### src/rtl/mul_seq_ctrl.sv
// Sequencer wrapped around the combinational multiplier: latches operands, waits for the
// product to settle, captures it, then writes LO and HI over two bus cycles.
module mul_seq_ctrl #(
   parameter int WIDTH         = 32,
   parameter int SETTLE_CYCLES = 2   // legal range 1..15
) (
   input  logic               clk,
   input  logic               clr_n,
   input  logic               start,
   input  logic [WIDTH-1:0]   op_a,
   input  logic [WIDTH-1:0]   op_b,
   output logic [WIDTH-1:0]   mul_a,
   output logic [WIDTH-1:0]   mul_b,
   input  logic [2*WIDTH-1:0] mul_prod,
   output logic               busy,
   output logic [WIDTH-1:0]   bus_out,
   output logic               lo_we,
   output logic               hi_we,
   output logic [WIDTH-1:0]   lo_out,
   output logic [WIDTH-1:0]   hi_out,
   output logic               done
);

   localparam int            CW       = 4;
   localparam logic [CW-1:0] CNT_INIT = CW'(SETTLE_CYCLES - 1);

   typedef enum logic [2:0] {
      IDLE   = 3'd0,
      SETTLE = 3'd1,
      WR_LO  = 3'd2,
      WR_HI  = 3'd3,
      DONE   = 3'd4
   } state_t;

   state_t             state, state_nxt;
   logic [CW-1:0]      cnt;
   logic [2*WIDTH-1:0] z;
   logic               accept;
   logic               settled;

   assign accept  = (state == IDLE) && start;
   assign settled = (state == SETTLE) && (cnt == '0);

   always_ff @(posedge clk or negedge clr_n) begin
      if (!clr_n) state <= IDLE;
      else        state <= state_nxt;
   end

   always_comb begin
      state_nxt = state;
      case (state)
         IDLE:    if (start) state_nxt = SETTLE;
         SETTLE:  if (cnt == '0) state_nxt = WR_LO;
         WR_LO:   state_nxt = WR_HI;
         WR_HI:   state_nxt = DONE;
         DONE:    state_nxt = IDLE;
         default: state_nxt = IDLE;
      endcase
   end

   // Operands only load on acceptance, so start while busy cannot disturb the multiplier inputs.
   always_ff @(posedge clk or negedge clr_n) begin
      if (!clr_n) begin
         mul_a <= '0;
         mul_b <= '0;
      end else if (accept) begin
         mul_a <= op_a;
         mul_b <= op_b;
      end
   end

   always_ff @(posedge clk or negedge clr_n) begin
      if (!clr_n)                          cnt <= '0;
      else if (accept)                     cnt <= CNT_INIT;
      else if (state == SETTLE && cnt != '0) cnt <= cnt - 1'b1;
   end

   always_ff @(posedge clk or negedge clr_n) begin
      if (!clr_n)       z <= '0;
      else if (settled) z <= mul_prod;
   end

   always_ff @(posedge clk or negedge clr_n) begin
      if (!clr_n) begin
         lo_out <= '0;
         hi_out <= '0;
      end else begin
         if (state == WR_LO) lo_out <= z[WIDTH-1:0];
         if (state == WR_HI) hi_out <= z[2*WIDTH-1:WIDTH];
      end
   end

   assign busy  = (state != IDLE);
   assign lo_we = (state == WR_LO);
   assign hi_we = (state == WR_HI);
   assign done  = (state == DONE);

   always_comb begin
      bus_out = '0;
      if (lo_we)      bus_out = z[WIDTH-1:0];
      else if (hi_we) bus_out = z[2*WIDTH-1:WIDTH];
   end

endmodule

### config.mk
export PLATFORM = sky130hd
export DESIGN_NAME = mul_seq_ctrl
export DESIGN_NICKNAME = d
export VERILOG_FILES = /design/src/rtl/mul_seq_ctrl.sv
export SDC_FILE = /design/constraint.sdc
export NUM_CORES = 1
export LEC_CHECK = 0
export ABC_AREA = 1
export CORE_ASPECT_RATIO = 1.5
export CORE_MARGIN = 1
export CORE_UTILIZATION = 30
export CTS_BUF_LIST = sky130_fd_sc_hd__clkbuf_8
export CTS_CLUSTER_SIZE = 40
export DETAILED_ROUTE_END_ITERATION = 8
export GPL_TIMING_DRIVEN = 0
export PLACE_DENSITY = 0.64
export SYNTH_ARGS = -nofsm -noshare
export SYNTH_HDL_FRONTEND = slang
export SYNTH_SLANG_ARGS = --single-unit
### constraint.sdc
create_clock -name clk -period 1.5 [get_ports clk]
set_clock_uncertainty 0.1 [all_clocks]
set_input_delay 0.3 -clock clk [delete_from_list [all_inputs] [get_ports clk]]
set_output_delay 0.3 -clock clk [all_outputs]
set_load 0.005 [all_outputs]
# ---- After elaboration in Yosys (flattened, before gate mapping)
# Index checks and enable logic that the tools add are counted.
dict set report totals {
  output_inout_bits 164
  input_bits 131
  elab_cells 30
  reg_bits 199
}
dict set report op_classes {
  mux 7
  add_sub_neg 1
  reduce_logical 9
  n_eq_ne 6
}
# cell n
set ops {}
lappend ops {{$mux 32} 2}
lappend ops {{$pmux 3 s4} 1}
lappend ops {{$mux 4} 2}
lappend ops {{$eq 3x2->1 const B} 2}
lappend ops {{$mux 3} 2}
lappend ops {{$logic_not 4->1} 1}
lappend ops {{$ne 2x2->1 const B} 2}
lappend ops {{$reduce_bool 4->1} 1}
lappend ops {{$sub 4x1->4 const B} 1}
lappend ops {{$eq 3x1->1 const B} 1}
lappend ops {{$eq 3x3->1 const B} 1}
lappend ops {{$logic_and 1x1->1} 3}
lappend ops {{$logic_not 3->1} 1}
lappend ops {{$reduce_bool 3->1} 1}
lappend ops {{$reduce_and 2->1} 1}
lappend ops {{$reduce_bool 2->1} 1}

# ---- Logic depth before layout (Yosys ltp)
# Gate-level depths: netlist of the first run.
dict set report depth {
  word_depth 4
  ltp_mapped 8
  mapped_depth_nobuf 7
}

# ---- Least setup slack after synthesis of the first run
# Ideal clock, no wire load.
dict set report synth_timing {
  path_type {register to output}
  startpoint {register state[0]}
  endpoint {output port bus_out[22]}
  setup_slack_ps 7
  arrival_time_ps 1093
  stages_incl_launch_ff 7
  required_ps 1100
  path_buffers 1
  path_cell_list {dfrtp_1 nor2_4 nand2_2 inv_2 buf_4 nand2_1 nand2_1}
}
dict set report synth_via {
  word_cells_on_any_way 4
}
# item line_no
set synth_rtl {}
lappend synth_rtl {{start, declared} 35} ;# state_t state, state_nxt;
lappend synth_rtl {{start signal, assigned} 46} ;# else state <= state_nxt;
lappend synth_rtl {{$eq 3x2->1} 94} ;# assign lo_we = (state == WR_LO);
lappend synth_rtl {{net lo_we} 17} ;# output logic lo_we,
lappend synth_rtl {{$mux 32} 100} ;# if (lo_we) bus_out = z[WIDTH-1:0];
lappend synth_rtl {{end, declared} 16} ;# output logic [WIDTH-1:0] bus_out,
# The timed path passes the listed nets, and every way through them passes these cells.

# ---- Final worst setup path of the first run
dict set report layout_timing {
  startpoint {register state[0]}
  endpoint {output port bus_out[23]}
}
dict set report layout_via {
  elab_chain_len 3
  word_cells_on_any_way 4
}
# item line_no
set layout_rtl {}
lappend layout_rtl {{$eq 3x2->1} 95} ;# assign hi_we = (state == WR_HI);
lappend layout_rtl {{$mux 32} 101} ;# else if (hi_we) bus_out = z[2*WIDTH-1:WIDTH];
lappend layout_rtl {{$mux 32 *} 100}
# Every way passes the cells marked *; elsewhere a longest branch is shown, timed or not.

==> results of run 1 <==
[final timing paths]
check	endpoint	slack (ps)
max in group asynchronous	mul_a[3]$_DFFE_PN0N_	560
setup reg to reg	z[3]$_DFFE_PN0P_	-70
hold / removal	hi_out[19]$_DFFE_PN0N_	-310
setup / recovery	bus_out[23]	-620
min in group clk	mul_b[12]$_DFFE_PN0N_	240
hold reg to reg	mul_b[20]$_DFFE_PN0N_	380
[metal layers]
| layer | up-vias | global-route usage [%] |
|---|---|---|
| li1 | 3634 | - |
| met1 | 3617 | 22.2 |
| met2 | 226 | 37.2 |
| met3 | 50 | 4.05 |
| met4 | 0 | 9.59 |
| met5 | - | 0 |
[Yosys cell counts (all sizes together) (2+ instances only)]
cell type / number / area share (%)
buf: 36 / 3.0
clkbuf: 9 / 0.43
dfrtp: 199 / 63
ha: 2 / 0.32
inv: 11 / 0.52
nand2: 557 / 27
nand3: 72 / 4.9
nor2: 4 / 0.32
o21ai: 2 / 0.13
[logic make-up after synthesis]
kind of cell / share of synthesized area, %
adders and majority gates: 0.318
buffers and inverters: 3.94
and+or+nand+nor: 32.1
AOI/OAI and AO/OA: 0.286
xor gates and xnor gates: 0.111
DFF: 63.3
[final cells by class]
class	count	area [µm²]	area share (%)
flip-flops and latches	199	4980	37.1
clock inverters	13	185	1.38
diodes	1	2.50	0.0186
clock buffers	19	262	1.95
repair buffers	417	3510	26.2
well taps	333	417	3.10
repair inverters	1	8.76	0.0652
inverters	11	66.3	0.494
plain buffers	44	587	4.37
multi-input cells	643	3400	25.4
[flip-flops by register name (all words and copies together), names as in the netlist]
register and cells:
mul_b 32, lo_out 32, state 3, hi_out 32, z 64, mul_a 32
cnt 4
[critical path, cell delays in order (launching register included)]
cell	delay, ps
dfrtp_2	450
buf_6	130
nand3_4	110
inv_8	60
buf_8	140
buf_6	130
nand2_4	50
nand2_2	50
buf_2	120
[power groups by stage]
stage | Sequential (mW) | Combinational (mW) | Clock [mW]
5_1_grt | 10.2 | 15.6 | 4.19
2_1_floorplan | 9.43 | 4.78 | 0
3_5_place_dp | 9.43 | 11.0 | 0
4_1_cts | 9.59 | 13.3 | 4.00
6_report | 9.87 | 14.3 | 3.86
3_3_place_gp | 9.40 | 10.8 | 0
[what timing repair did]
| action | CTS | global route |
|---|---|---|
| cloned | 15 | 1 |
| pin swaps | 24 | 36 |
| setup endpoints to repair | 335 | 188 |
| endpoints found under the hold margin | 82 | 82 |
| gates resized for setup | 919 | 167 |
| setup buffers | 101 | 18 |
==> results.py, run 1 <==
metrics = {
    "detailed_routing": {
        "wl_per_cell_um": 15.9,
        "drc": 0,
        "wl_met2_um": 14500,
        "routed.top_layer": "met4",
        "route.met3.wl_um": 1200,
        "firstDrtPassIters": 4,
        "drt_iter0_drc": 339,
        "wl_met1_um": 10100,
        "wl_um": 26800,
        "vias": 7527,
        "final_antenna_net_count": 0,
        "viasPerCell": 4.48,
    },
    "final_layout": {
        "design_area_um2": 13400,
        "filler_cell_count": 2371,
        "layout_commonest_cell": "nand2_1",
        "final_cells": 1681,
        "layout-drive-gt1-share_pct": 41.2,
        "final_cell_mix": "nand2_1 (395), dfrtp_1 (197), buf_2 (145), clkdlybuf4s50_1 (129), nand2_2 (98)",
        "utilization_pct": 52.1,
        "area_delta_synth_final_pct": 70.6,
        "nNetsFinal": 1467,
    },
    "grt": {
        "grt_pass1_vias": 7860,
        "grt_start_max_net_pins": 118,
        "antenna_found_initial": 1,
        "grt-ovfl-total": 0,
        "track_usage_pct": 20.3,
        "grt_pass1_wl_um": 41900,
    },
    "place": {
        "dp_hpwl_um": 17200,
        "io_buffers": 294,
        "place_area_um2": 11300,
        "placed_cells": 1526,
        "pre_cts_ws_ps": -824,
        "gp_congestion": 0.793,
    },
    "outcome": {
        "violations": "negative hold slack, negative setup slack",
        "status": "finished with violations",
    },
    "power": {
        "switching_power_mw": 10.9,
        "power.share.switching_pct": 38.9,
        "power_frac_comb_pct": 50.9,
        "p_int_mw": 17.1,
        "power.share.sequential_pct": 35.3,
        "p_per_area_nw_per_um2": 2080,
        "power_leakage_nw": 7.45,
        "total_power_mw": 28.0,
        "p_clk_share_pct": 13.8,
        "vdd_drop_max_uv": 884,
    },
    "critical_path": {
        "ff2ff_path_depth": 10,
        "critPathKind": "reg -> out",
        "cp.arrival_ps": 1720,
        "r2r_start": "cnt[0]$_DFFE_PN0P_",
        "setup.worst_path.start_class": "register",
        "worstPathMaxFanout": 8,
        "crit_required_ps": 1100,
        "critPathCaptureType": "output port",
        "crit_start": "state[0]$_DFFE_PN0P_",
    },
    "die": {
        "row_count": 72,
        "fp.coreArea_um2": 25800,
        "io_pins": 295,
        "dieArea_um2": 26900,
        "dieHeight_um": 200,
        "initial_core_util_pct": 30.5,
        "fp.dieW_um": 134,
    },
    "sta": {
        "tns_ps": -22380,
        "final_max_slew_viol_count": 0,
        "period_needed_ps": 2120,
        "finalCritPeriodShare_pct": 141,
        "worst_slack_ps": -617,
        "finalSetupViolCount": 124,
        "tightest_slew_ps": 663,
        "hold_viol_final": 82,
        "max_freq_mhz": 472,
        "whs_ps": -309,
        "relSlewSlack_pct": 55.8,
        "rsz0062_at_grt": "true",
    },
    "synth": {
        "seq_area_frac_synth_pct": 63.3,
        "synthesis.instances": 898,
        "synthArstFlopShare_pct": 100,
        "synth-seq-cells": 199,
        "synthDistinctLibCells": 23,
        "syn_area_um2": 7870,
        "avgSynthCellArea_um2": 8.76,
        "yosys_warnings": 0,
        "yosys_most_used_dff": "dfrtp_1",
        "synth_fp_nets": 1031,
        "synth_edf_count": 0,
    },
    "clock_tree": {
        "clock_latency_ps": 470,
        "cts.sinks": 199,
        "clock_path_buffers": 2,
        "cts_root_buffer": "clkbuf_8",
        "cts_tree": "yes",
        "htreeDepth": 4,
        "cts_buffers": 17,
        "path_clk_slew_ps": 100,
    },
    "flow_run": {
        "maxCapViolations": 0,
    },
    "worst_hold_path": {
        "worst_hold_path_type": "in -> async",
    },
}
No activity file was read; power rests on OpenSTA's default activity.
==> inputs of run 2 (changes only) <==
--- a/config.mk
+++ b/config.mk
@@ -13,6 +13,7 @@
 export CTS_CLUSTER_SIZE = 40
 export DETAILED_ROUTE_END_ITERATION = 8
 export GPL_TIMING_DRIVEN = 0
+export HOLD_SLACK_MARGIN = 0.1
 export PLACE_DENSITY = 0.64
 export SYNTH_ARGS = -nofsm -noshare
 export SYNTH_HDL_FRONTEND = slang
==> results of run 2 <==
No change in the layout: final DEF, timing and power equal those of run 1.
